[src/rtl/sr_unit.sv]
// Status register unit: holds the 9 architected SR bits, applies decoder writes and
// RETI restores, and sequences interrupt entry (snapshot push, then SR clear + ack).
module sr_unit (
    input  logic        clk,
    input  logic        rst,
    input  logic [15:0] reg_SR_in,
    input  logic        MSR,
    input  logic        sr_we,
    input  logic [3:0]  flag_mask,
    input  logic        reti,
    input  logic [15:0] reti_sr,
    input  logic        irq_req,
    output logic        irq_ack,
    output logic        push_valid,
    input  logic        push_ready,
    output logic [15:0] push_data,
    output logic [15:0] reg_SR_out,
    output logic        stall,
    output logic        gie,
    output logic        cpu_off
);

    typedef enum logic [1:0] {
        RUN  = 2'd0,
        PUSH = 2'd1,
        CLR  = 2'd2
    } state_t;

    localparam int unsigned BIT_C      = 0;
    localparam int unsigned BIT_Z      = 1;
    localparam int unsigned BIT_N      = 2;
    localparam int unsigned BIT_GIE    = 3;
    localparam int unsigned BIT_CPUOFF = 4;
    localparam int unsigned BIT_V      = 8;

    // Only bits 8:0 exist; the upper SR bits are tied to zero on the outputs.
    localparam logic [8:0] CLR_KEEP = 9'h040;

    state_t     state_q, state_d;
    logic [8:0] sr_q, sr_d;
    logic [8:0] push_data_q, push_data_d;

    always_comb begin
        // NOTE: every combinational output gets a default first so no path leaves it unassigned (no latch).
        state_d     = state_q;
        sr_d        = sr_q;
        push_data_d = push_data_q;

        unique case (state_q)
            RUN: begin
                if (reti) begin
                    sr_d = reti_sr[8:0];
                end else if (sr_we) begin
                    if (!MSR) begin
                        sr_d = reg_SR_in[8:0];
                    end else begin
                        if (flag_mask[0]) sr_d[BIT_C] = reg_SR_in[BIT_C];
                        if (flag_mask[1]) sr_d[BIT_Z] = reg_SR_in[BIT_Z];
                        if (flag_mask[2]) sr_d[BIT_N] = reg_SR_in[BIT_N];
                        if (flag_mask[3]) sr_d[BIT_V] = reg_SR_in[BIT_V];
                    end
                end else if (irq_req && sr_q[BIT_GIE]) begin
                    push_data_d = sr_q;
                    state_d     = PUSH;
                end
            end
            PUSH: begin
                if (push_ready) state_d = CLR;
            end
            CLR: begin
                // Entry wakes the CPU and masks interrupts; only SCG0 survives.
                sr_d    = sr_q & CLR_KEEP;
                state_d = RUN;
            end
            default: begin
                state_d = RUN;
            end
        endcase
    end

    always_ff @(posedge clk) begin
        // NOTE: sequential state uses non-blocking assignments so all flops update from pre-edge values.
        if (rst) begin
            state_q     <= RUN;
            sr_q        <= 9'h000;
            push_data_q <= 9'h000;
        end else begin
            state_q     <= state_d;
            sr_q        <= sr_d;
            push_data_q <= push_data_d;
        end
    end

    assign push_valid = (state_q == PUSH);
    assign irq_ack    = (state_q == CLR);
    assign stall      = (state_q != RUN);
    assign reg_SR_out = {7'b0, sr_q};
    assign push_data  = {7'b0, push_data_q};
    assign gie        = sr_q[BIT_GIE];
    assign cpu_off    = sr_q[BIT_CPUOFF];

endmodule

[config.mk]
export PLATFORM = sky130hd
export DESIGN_NAME = sr_unit
export DESIGN_NICKNAME = d
export VERILOG_FILES = /design/src/rtl/sr_unit.sv
export SDC_FILE = /design/constraint.sdc
export NUM_CORES = 1
export LEC_CHECK = 0
export CAP_MARGIN = 20
export CORE_ASPECT_RATIO = 1.1
export CORE_MARGIN = 5
export CORE_UTILIZATION = 31
export CTS_BUF_LIST = sky130_fd_sc_hd__clkbuf_8 sky130_fd_sc_hd__clkbuf_16
export DETAILED_ROUTE_END_ITERATION = 12
export GPL_ROUTABILITY_DRIVEN = 0
export PLACE_DENSITY = 0.74
export SYNTH_ARGS = -nofsm -noshare
export SYNTH_HDL_FRONTEND = slang
export SYNTH_SLANG_ARGS = --single-unit
[constraint.sdc]
create_clock -name clk -period 1.1 [get_ports clk]
set_input_delay 0.165 -clock clk [delete_from_list [all_inputs] [get_ports clk]]
set_output_delay 0.165 -clock clk [all_outputs]
set_load 0.01 [all_outputs]
After elaboration in Yosys (flattened, before gate mapping)
Cells that the tools add are included.

Word-level logic and storage cells: 52. Input bits: 43. Register bits after elaboration: 20. Output and inout port bits: 37.

Bitwise gates (word level): 3. Reduce and logical (&&, ||, !) cells: 13. Muxes and demuxes: 15. Equality and inequality tests: 13.

Operators with widths (number): 9-bit 2-to-1 mux (2); 9-bit one-hot mux with 2 select lines (1); 4-bit != test (second input constant) (4); 3-bit AND reduction (5); 4-bit AND reduction (3); 2-bit 2-to-1 mux (4); 2-bit != test (second input constant) (3); 3-bit != test (second input constant) (2); 2-bit nonzero test (3); 1-bit 2-to-1 mux (5); 5-bit 2-to-1 mux (1); 2-bit by 1-bit != test with 1-bit output (second input constant) (2); 2-bit one-hot mux with 2 select lines (1); 3-bit 2-to-1 mux (1); 1-bit inverter (3); 2-bit by 1-bit == test with 1-bit output (second input constant) (1); 2-bit == test (second input constant) (1); 2-bit zero test (1); 1-bit logical AND (1).

Logic depth before layout (Yosys ltp)
Gate-level depths: netlist of the first run.

Depth in word-level cells: 5. Mapped depth: 4. Depth with buffers taken out: 3.

Worst setup path after synthesis of the first run
OpenSTA, ideal clock, no wires.

Kind: reg2reg. From: register sr_q[3]. To: register push_data_q[0]. Cell stages (with the launch flop): 4. Library setup time: 0.121 ns. Buffers on the path: 0. Data arrival time: 1.052 ns. Period minus slack after synthesis: 1.172 ns. Slack: -0.072 ns. Required time: 0.979 ns. Path through: dfxtp_1 -> and4bb_2 -> nand2_4 -> mux2_2.

Word-level cells in the longest chain between the ends: 2.

Ends and longest elaborated chain: start, declared (RTL line 40) `logic [8:0] sr_q, sr_d;`; start signal, assigned (RTL line 89) `sr_q <= sr_d;`; 1-bit logical AND (RTL line 62) `end else if (irq_req && sr_q[BIT_GIE]) begin`; 4-bit AND reduction (no source line); end signal, assigned (RTL line 90) `push_data_q <= push_data_d;`; end, declared (RTL line 41) `logic [8:0] push_data_q, push_data_d;`.

No other way between the ends. A chain may end at the register's enable or synchronous reset.

Worst setup path in the final report of the first run
From: register state_q[0]. To: register sr_q[2].

Word-level cells in the longest chain between the ends: 3. Elaborated cells on any way between the ends: 7. Classes of those cells: eq/ne (3); mux (1); reduce/logical (3).

Ends and longest elaborated chain: start, declared (RTL line 39) `state_t state_q, state_d;`; start signal, assigned (RTL line 88) `state_q <= state_d;`; 2-bit zero test / 2-bit == test (equally long branches) (RTL line 49) `unique case (state_q)`; 4-bit != test (no source line) (tied with other cells); 3-bit AND reduction (no source line).

Several ways; a longest one is shown, not always the timed one. The select of a mux whose other input is x is not followed.

==> impl_metrics.py, run 1 <==
metrics = {
    "power": {
        "seq_power_share_pct": 46.3,
        "intPower_uw": 1230,
        "power_density_mw_per_mm2": 883,
        "total_power_uw": 1660,
        "p_switching_uw": 427,
        "p_comb_share_pct": 24.8,
        "clkPwrFrac_pct": 29.0,
        "p_sw_share_pct": 25.7,
        "ir_worst_vdd_mv": 0.477,
        "total_leakage_power_uw": 0.000911,
    },
    "critical_path": {
        "path_cells": "buf_6, nand2b_4, o21ai_2, mux2_4",
        "cp_max_fo": 5,
        "crit_arrival_ps": 1370,
        "cpMaxStageDelayCell": "dfxtp_4",
        "r2r_setup_slack_ps": -120,
        "worst-r2r-cell-count": 4,
        "worstSetupStartpointType": "register",
        "cp.required_ps": 1250,
        "path_class": "reg2reg",
        "end_kind": "register",
        "r2r-end": "sr_q[2]$_SDFFE_PP0P_",
        "worstReg2RegStart": "state_q[0]$_SDFFE_PP0P_",
        "max_stage_delay_ps": 370,
    },
    "global_routing": {
        "grtUsageTotal_pct": 13.3,
        "grt_max_degree": 30,
        "grt_overflow": 0,
        "grt_pass1_vias": 1081,
        "grt_antenna_before_repair": 0,
        "grt_pass1_wl_um": 5110,
    },
    "cts": {
        "cts_buffer_depth": 2,
        "clkLatencyLatePin_ps": 260,
        "htree_levels": 1,
        "numClockSinks": 20,
        "cts_buffers": 3,
        "cts_tree": "built",
        "clk_pin_slew_ps": 80,
        "root_buffer": "clkbuf_8",
    },
    "route": {
        "vias_per_cell": 4.31,
        "final_antenna_net_count": 0,
        "avgRoutedWirePerCell_um": 14.4,
        "drc_errors": 0,
        "routed_wl_um": 3280,
        "drtPass1Iterations": 4,
        "vias": 983,
        "drt-initial-drc-count": 30,
    },
    "min_path": {
        "min_to": "push_data_q[3]$_SDFFE_PP0P_",
        "hold_class": "reg2reg",
        "min_path_cells": 2,
        "hold_path_startpoint": "push_data_q[3]$_SDFFE_PP0P_",
    },
    "synthesis": {
        "ys_seq_area_share_pct": 34.9,
        "syn-cell-area_mm2": 0.00115,
        "synth_area_leaders": "dfxtp_1 (35%), mux2i_1 (15%), buf_4 (10%)",
        "yosysTopAreaCellShare_pct": 34.9,
        "synth_warnings": 0,
        "syn_avg_cell_area_um2": 9.65,
        "synthCells": 119,
        "ys_ff_latch": 20,
        "ys_types": 23,
        "synth_top_area_cell": "dfxtp_1",
    },
    "layout": {
        "layout_commonest_cell": "clkdlybuf4s50_1",
        "fin_nets": 223,
        "syn2layout_area_growth_pct": 63.5,
        "n_antenna_cell": 0,
        "drive_above_1_share_pct": 27.0,
        "multi_input_area_um2": 742,
        "n_fill_cell": 360,
        "stdcell_count": 228,
        "seq_area_um2": 412,
        "final_cell_mix": "clkdlybuf4s50_1 (24), dlygate4sd2_1 (23), mux2i_1 (17), dfxtp_1 (17), conb_1 (14)",
    },
    "sta": {
        "final_max_slew_viol_count": 0,
        "skew_ps": 5.73,
        "rsz0062_at_grt": "true",
        "setup_viol": 16,
        "setup_ws_ps": -122,
        "hold_viol_final": 0,
        "max_freq_mhz": 818,
        "period_share_pct": 111,
        "period_needed_ps": 1220,
    },
    "floorplan": {
        "coreArea_mm2": 0.00363,
        "die_h_um": 73.8,
        "start_util_pct": 31.7,
        "die_x_um": 68.0,
        "die_area_mm2": 0.00502,
        "io_pins": 80,
        "num_rows": 23,
    },
    "flow_run": {
        "maxCapViolCount": 0,
    },
    "run_status": {
        "status": "complete, but fails checks",
        "violations": "negative setup slack",
    },
    "place": {
        "port_buffers": 51,
        "dpl.hpwl_um": 2400,
        "dp.cells": 222,
    },
}
==> layer usage <==
layer  GRT usage, %  up-vias  part of all wire [%]
li1               -      492                     -
met1           16.4      450                    42
met2           23.1       37                    50
met3           2.60        4                   6.5
met4           3.97        0                   1.2
met5              0        -                     0
==> worst max-delay path: cells and delay by family (launching register included) <==
kind / cells / cell delay (ps)
mux: 1 / 310
compound gates: 1 / 150
buf+inv: 1 / 120
simple gates: 1 / 160
flops: 1 / 370
==> cell type report <==
class                      count  area share, %
timing repair buffer          64           32.6
sequential                    20           21.9
tap                           50           3.33
inverter                       2          0.400
clock buffer                   3           2.20
multi-input combinational     89           39.5
==> sequential cells by signal, summed over array words and instances (netlist names) <==
name,count
sr_q,9
state_q,2
push_data_q,9
==> cell families after synthesis <==
group	after synthesis	share of synthesized area [%]
and+or+nand+nor	40	22.0
AOI/OAI and AO/OA	9	5.56
DFF	20	34.9
muxes	26	23.6
buffers and inverters	23	13.6
other	1	0.326
==> worst max path at each step <==
stage,from,endpoint,slack (ps)
detailed placement,reti,sr_q[3]$_SDFFE_PP0P_,-550
finish,state_q[0]$_SDFFE_PP0P_,sr_q[2]$_SDFFE_PP0P_,-120
global route,state_q[0]$_SDFFE_PP0P_,sr_q[8]$_SDFFE_PP0P_,-160
floorplan,sr_q[3]$_SDFFE_PP0P_,push_data_q[0]$_SDFFE_PP0P_,-40
CTS,state_q[0]$_SDFFE_PP0P_,push_valid,-160
global placement,reti,sr_q[8]$_SDFFE_PP0P_,-500
==> power by group through the flow <==
stage / sequential (uW) / clock [uW] / combinational [uW]
after global placement: 790 / 0 / 395
after global routing: 773 / 517 / 441
after CTS: 769 / 491 / 403
final: 767 / 481 / 411
after detailed placement: 791 / 0 / 400
after floorplan: 803 / 0 / 209
==> per-stage QoR <==
| stage | TNS [ps] | worst slack (ps) | utilization (%) | area (um^2) | hold WS (ps) |
|---|---|---|---|---|---|
| 2_1_floorplan | -252 | -38.5 | - | 1220 | 329 |
| 3_3_place_gp | -9160 | -503 | 47.8 | 1730 | 461 |
| 3_5_place_dp | -9960 | -554 | 47.8 | 1730 | 464 |
| 4_1_cts | -932 | -156 | 50.9 | 1850 | 483 |
| 5_1_grt | -1770 | -159 | 51.8 | 1880 | 524 |
| 6_report | -1160 | -122 | 51.8 | 1880 | 480 |
==> timing repair <==
item / 4_1_cts / 5_1_grt
hold buffers: 0 / 0
pin swaps: 9 / 3
buffers inserted: 1 / 2
resized for setup: 63 / 6
endpoints found under the setup margin: 42 / 20
gates cloned: 0 / 0
==> cells in the mapped netlist <==
master / instances
mux2_2: 9
o31ai_4: 1
mux2i_1: 17
clkbuf_2: 1
buf_6: 1
nand2b_1: 10
nor2b_1: 16
o21bai_1: 1
or3_1: 3
nand2_4: 1
nor2_1: 2
dfxtp_1: 20
or2_2: 1
buf_4: 16
o21ai_0: 5
a21oi_1: 2
nor3_1: 5
inv_1: 2
and4bb_2: 1
clkbuf_1: 2
and3b_1: 1
conb_1: 1
buf_2: 1
Power figures use the tool's default switching activity.
==> run 2: changes to the inputs <==
--- a/config.mk
+++ b/config.mk
@@ -7,7 +7,7 @@
 export LEC_CHECK = 0
 export CAP_MARGIN = 20
 export CORE_ASPECT_RATIO = 1.1
-export CORE_MARGIN = 5
+export CORE_MARGIN = 2
 export CORE_UTILIZATION = 31
 export CTS_BUF_LIST = sky130_fd_sc_hd__clkbuf_8 sky130_fd_sc_hd__clkbuf_16
 export DETAILED_ROUTE_END_ITERATION = 12
==> run 2 against run 1 <==
The run still ends with negative setup slack left. Count of clock-buffer cells in the layout increased by 1. Die area decreased by 16%. Clock power increased by 18%. Non-clock buffer count increased by 6. Sequential share of layout area decreased by 1.5 points. Maximum frequency about the same. Largest power group unchanged.
==> impl_metrics.py, run 2 (synthesis results as in run 1) <==
metrics = {
    "min_path": {
        "min_to": "push_data_q[5]$_SDFFE_PP0P_",
        "hold_path_startpoint": "push_data_q[5]$_SDFFE_PP0P_",
        "hold_class": "reg2reg",
        "min_path_cells": 2,
    },
    "layout": {
        "stdcell_count": 235,
        "n_antenna_cell": 0,
        "drive_above_1_share_pct": 33.0,
        "final_area_mm2": 0.00200,
        "final_cell_mix": "clkdlybuf4s50_1 (25), dlygate4sd2_1 (21), dfxtp_1 (17)",
        "fin_nets": 229,
        "syn2layout_area_growth_pct": 74.3,
        "n_fill_cell": 344,
        "layout_commonest_cell": "clkdlybuf4s50_1",
        "reg.largest.list": "push_data_q (9), sr_q (9), state_q (2)",
    },
    "critical_path": {
        "max_stage_delay_ps": 360,
        "crit_arrival_ps": 1060,
        "path_class": "reg2out",
        "worstReg2RegStart": "state_q[0]$_SDFFE_PP0P_",
        "crit_buf_inv": 3,
        "cp_max_fo": 4,
        "cp_common_cell": "buf_6",
        "cp_top_family": "flip-flops",
        "end_kind": "output port",
        "worst-r2r-cell-count": 6,
        "cpMaxStageDelayCell": "dfxtp_4",
        "cp.required_ps": 940,
        "r2r_setup_slack_ps": -120,
        "worstSetupStartpointType": "register",
        "r2r-end": "sr_q[0]$_SDFFE_PP0P_",
        "path_cells": "buf_6, nor2b_4, buf_4, buf_6",
    },
    "power": {
        "power_density_mw_per_mm2": 884,
        "ir_worst_vdd_mv": 0.464,
        "intPower_uw": 1330,
        "p_sw_share_pct": 25.0,
        "seq_power_share_pct": 43.4,
        "total_leakage_power_uw": 0.000958,
        "clkPwrFrac_pct": 32.0,
        "p_switching_uw": 443,
        "p_comb_share_pct": 24.7,
    },
    "floorplan": {
        "die_area_mm2": 0.00421,
        "start_util_pct": 31.9,
        "io_pins": 80,
        "die_x_um": 62.0,
        "num_rows": 23,
        "die_h_um": 67.8,
        "coreArea_mm2": 0.00360,
    },
    "route": {
        "vias": 1007,
        "drt-initial-drc-count": 13,
        "drc_errors": 0,
        "vias_per_cell": 4.29,
        "avgRoutedWirePerCell_um": 13.2,
        "routed_wl_um": 3100,
        "drtPass1Iterations": 5,
        "final_antenna_net_count": 0,
    },
    "cts": {
        "hold_buffers": 0,
        "root_buffer": "clkbuf_8",
        "numClockSinks": 20,
        "cts_buffer_depth": 2,
        "htree_levels": 1,
        "clkLatencyLatePin_ps": 250,
        "cts_buffers": 3,
        "clk_pin_slew_ps": 80,
        "cts_tree": "built",
    },
    "sta": {
        "fin_tns_setup_ps": -1610,
        "hold_viol_final": 0,
        "setup_ws_ps": -121,
        "rsz0062_at_grt": "true",
        "period_share_pct": 111,
        "max_freq_mhz": 819,
        "period_needed_ps": 1220,
        "setup_viol": 20,
        "skew_ps": 1.81,
        "final_max_slew_viol_count": 0,
    },
    "run_status": {
        "status": "complete, but fails checks",
        "violations": "negative setup slack",
    },
    "place": {
        "port_buffers": 51,
        "dp_slack_ps": -606,
        "dp.cells": 227,
        "placed_area_mm2": 0.00177,
        "dpl.hpwl_um": 2300,
    },
    "global_routing": {
        "grt_pass1_vias": 1008,
        "grt_antenna_before_repair": 0,
        "grtUsageTotal_pct": 15.3,
        "grt_pass1_wl_um": 4780,
        "grt_max_degree": 28,
        "grt_overflow": 0,
    },
    "flow_run": {
        "maxCapViolCount": 0,
    },
}
[run 2: cell types whose count changed in the layout (fill, tap and decap cells not counted), sizes merged]
cell,previous run,this run
dlygate4sd2,23,21
clkdlybuf4s15,1,2
clkdlybuf4s50,24,25
buf,16,21
clkbuf,3,5
[run 2: routing by layer]
metal	global-route usage (%)	wire length [um]
met1	17.9	1200
met2	27.9	1720
met3	3.02	159
met4	3.99	29
met5	0	0
[run 2: cell type report]
cell class	instances	area, um^2	share of cell area (%)
multi-input cells	89	783	39.1
flip-flops and latches	20	409	20.4
clock buffers	4	55.1	2.75
well taps	50	62.6	3.13
inverters	2	7.51	0.375
repair buffers	70	684	34.2
[run 2: power groups by stage]
stage	sequential [uW]	clock (uW)	combinational (uW)
global route	773	607	469
finish	767	566	436
floorplan	803	0	209
detailed placement	791	0	406
global placement	790	0	400
CTS	769	570	428
[run 2: timing repair]
| action | 4_1_cts | 5_1_grt |
|---|---|---|
| setup endpoints to repair | 42 | 21 |
| setup buffers | 4 | 0 |
| gates resized for setup | 73 | 6 |
| hold endpoints to repair | 0 | 0 |
| pin swaps | 12 | 2 |
[run 2: worst register-to-register path, delay by kind of cell (launching register included)]
family / cells / cell delay (ps)
DFF: 1 / 360
buffers and inverters: 3 / 340
muxes: 1 / 250
and+or+nand+nor: 2 / 150
[run 2: worst max path at each step]
stage                                  from                     endpoint  slack [ps]  cells past startpoint
floorplan              sr_q[3]$_SDFFE_PP0P_  push_data_q[0]$_SDFFE_PP0P_         -40                      3
CTS                 state_q[1]$_SDFFE_PP0P_         sr_q[4]$_SDFFE_PP0P_        -140                      4
global placement                       reti         sr_q[3]$_SDFFE_PP0P_        -510                      5
detailed placement                     reti         sr_q[4]$_SDFFE_PP0P_        -610                      5
global route        state_q[1]$_SDFFE_PP0P_  push_data_q[0]$_SDFFE_PP0P_        -160                      5
finish              state_q[0]$_SDFFE_PP0P_                      irq_ack        -120                      4
[run 2: stage by stage]
stage               power (uW)  util, %  hold slack, ps
global placement          1190     49.2             468
detailed placement        1200     49.2             465
floorplan                 1010        -             329
CTS                       1770     55.2             472
global route              1850     55.7             490
finish                    1770     55.7             473
==> run 3: changes to the inputs <==
--- a/config.mk
+++ b/config.mk
@@ -8,11 +8,12 @@
 export CAP_MARGIN = 20
 export CORE_ASPECT_RATIO = 1.1
 export CORE_MARGIN = 2
-export CORE_UTILIZATION = 31
+export CORE_UTILIZATION = 44
 export CTS_BUF_LIST = sky130_fd_sc_hd__clkbuf_8 sky130_fd_sc_hd__clkbuf_16
 export DETAILED_ROUTE_END_ITERATION = 12
+export DONT_BUFFER_PORTS = 1
 export GPL_ROUTABILITY_DRIVEN = 0
-export PLACE_DENSITY = 0.74
+export PLACE_DENSITY = 0.6
 export SYNTH_ARGS = -nofsm -noshare
 export SYNTH_HDL_FRONTEND = slang
 export SYNTH_SLANG_ARGS = --single-unit
==> run 3 against run 2 <==
The flow still finishes with violations (negative setup slack). Combinational power is 56% lower. Non-clock buffer count down 57. Worst hold slack lost 400 ps. Wire length fell by 27%. Design area down 32%. Critical path depth is the same. Clock power is essentially flat. First-iteration DRC count down 85%. Core utilization shrank 1.5 points. Critical path type unchanged. Critical endpoint is now stall. Largest cell class unchanged.
==> impl_metrics.py, run 3 (synthesis results as in run 1) <==
metrics = {
    "route": {
        "final_antenna_net_count": 0,
        "drc_errors": 0,
        "avgRoutedWirePerCell_um": 14.3,
        "drt-initial-drc-count": 2,
        "vias": 796,
        "routed_wl_um": 2270,
        "drtPass1Iterations": 3,
        "vias_per_cell": 5.01,
    },
    "sta": {
        "rsz0062_at_grt": "true",
        "period_share_pct": 109,
        "holdWs_ps": 71.2,
        "setup_viol": 18,
        "max_freq_mhz": 835,
        "final_max_slew_viol_count": 0,
        "period_needed_ps": 1200,
        "hold_viol_final": 0,
        "setup_ws_ps": -97.5,
        "skew_ps": 4.60,
    },
    "critical_path": {
        "max_stage_delay_ps": 370,
        "path_cells": "buf_6, nor2_4, buf_6, inv_2",
        "crit_buf_inv": 3,
        "path_class": "reg2out",
        "end_kind": "output port",
        "crit_arrival_ps": 1030,
        "cp.required_ps": 940,
        "worstReg2RegStart": "state_q[0]$_SDFFE_PP0P_",
        "r2r_setup_slack_ps": -80,
        "r2r-end": "sr_q[8]$_SDFFE_PP0P_",
        "cp_max_fo": 5,
        "cp_common_cell": "buf_6",
        "worst-r2r-cell-count": 3,
        "cpMaxStageDelayCell": "dfxtp_4",
        "worstSetupStartpointType": "register",
        "cp_top_family": "flip-flops",
    },
    "run_status": {
        "status": "complete, but fails checks",
        "violations": "negative setup slack",
    },
    "layout": {
        "n_fill_cell": 247,
        "final_cell_mix": "mux2i_1 (17), dfxtp_1 (17), nor2b_1 (14), conb_1 (14)",
        "n_antenna_cell": 0,
        "reg.largest.list": "push_data_q (9), sr_q (9), state_q (2)",
        "syn2layout_area_growth_pct": 17.6,
        "fin_nets": 172,
        "drive_above_1_share_pct": 33.6,
        "utilization_pct": 54.1,
    },
    "power": {
        "power_density_mw_per_mm2": 1140,
        "total_power_uw": 1540,
        "total_leakage_power_uw": 0.000614,
        "ir_worst_vdd_mv": 0.678,
    },
    "flow_run": {
        "maxCapViolCount": 0,
    },
    "floorplan": {
        "start_util_pct": 46.0,
        "num_rows": 19,
        "coreArea_mm2": 0.00250,
        "die_x_um": 52.7,
        "io_pins": 80,
        "die_h_um": 57.6,
        "die_area_mm2": 0.00304,
    },
    "min_path": {
        "hold_path_startpoint": "push_ready",
        "min_path_cells": 1,
        "hold_class": "in2reg",
        "min_to": "state_q[1]$_SDFFE_PP0P_",
    },
    "global_routing": {
        "grt_overflow": 0,
        "grt_antenna_before_repair": 0,
        "grt_pass1_vias": 836,
        "grtUsageTotal_pct": 16.1,
        "grt_pass1_wl_um": 3650,
        "grt_max_degree": 29,
    },
    "place": {
        "port_buffers": 0,
        "dpl.hpwl_um": 1650,
    },
    "cts": {
        "root_buffer": "clkbuf_8",
        "cts_buffers": 3,
        "cts_tree": "built",
        "clkLatencyLatePin_ps": 250,
        "htree_levels": 1,
        "numClockSinks": 20,
        "cts_buffer_depth": 2,
        "clk_pin_slew_ps": 80,
    },
}
[run 3: cell types whose count changed in the layout (fill, tap and decap cells not counted), moves of 2 or more]
| cell | previous run | this run |
|---|---|---|
| mux2_4 | 9 | 5 |
| buf_4 | 8 | 3 |
| mux2_2 | 0 | 4 |
| clkdlybuf4s50_1 | 25 | 0 |
| dlygate4sd2_1 | 21 | 0 |
| nor3_1 | 1 | 5 |
| nor3_2 | 4 | 0 |
| buf_6 | 11 | 9 |
| buf_12 | 2 | 0 |
[run 3: stage by stage]
stage	cells	instance area (um^2)	worst slack (ps)	setup TNS [ps]
after floorplan	132	1220	-38.5	-252
after global placement	151	1180	-67.6	-753
after detailed placement	151	1180	-73.7	-933
after CTS	158	1330	-111	-1140
after global routing	159	1350	-147	-1980
final	159	1350	-97.5	-964
[run 3: final cells by class]
cell class                 instances  area [um^2]  area share (%)
timing repair buffer              13          134            9.91
sequential                        20          409            30.3
multi-input combinational         89          707            52.3
clock buffer                       4         55.1            4.07
tap                               31         38.8            2.87
inverter                           2         7.51           0.556
[run 3: worst max-delay path by stage]
| stage | from | endpoint | slack [ps] | cells after the start |
|---|---|---|---|---|
| after floorplan | sr_q[3]$_SDFFE_PP0P_ | push_data_q[0]$_SDFFE_PP0P_ | -40 | 3 |
| after detailed placement | state_q[1]$_SDFFE_PP0P_ | sr_q[4]$_SDFFE_PP0P_ | -70 | 4 |
| after CTS | state_q[0]$_SDFFE_PP0P_ | stall | -110 | 4 |
| after global placement | state_q[0]$_SDFFE_PP0P_ | sr_q[8]$_SDFFE_PP0P_ | -70 | 3 |
| after global routing | state_q[0]$_SDFFE_PP0P_ | sr_q[1]$_SDFFE_PP0P_ | -150 | 3 |
| final | state_q[0]$_SDFFE_PP0P_ | stall | -100 | 4 |
[run 3: layer usage]
| layer | part of all wire, % | track usage [%] | up-vias |
|---|---|---|---|
| li1 | - | - | 390 |
| met1 | 42 | 20.1 | 367 |
| met2 | 49 | 26.8 | 37 |
| met3 | 9.1 | 5.50 | 2 |
| met4 | 0.57 | 3.30 | 0 |
| met5 | 0 | 0 | - |
[run 3: where the power goes]
part           internal (uW)  switching, uW  total [uW]
clock                    318            246         564
combinational            104           87.9         192
sequential               751           35.1         786
[run 3: timing repair]
action,4_1_cts,5_1_grt
setup endpoints to repair,20,20
cloned,0,0
pin swaps,4,2
resized for setup,20,5
buffers inserted,2,1
hold endpoints to repair,2,0
hold buffers,1,0
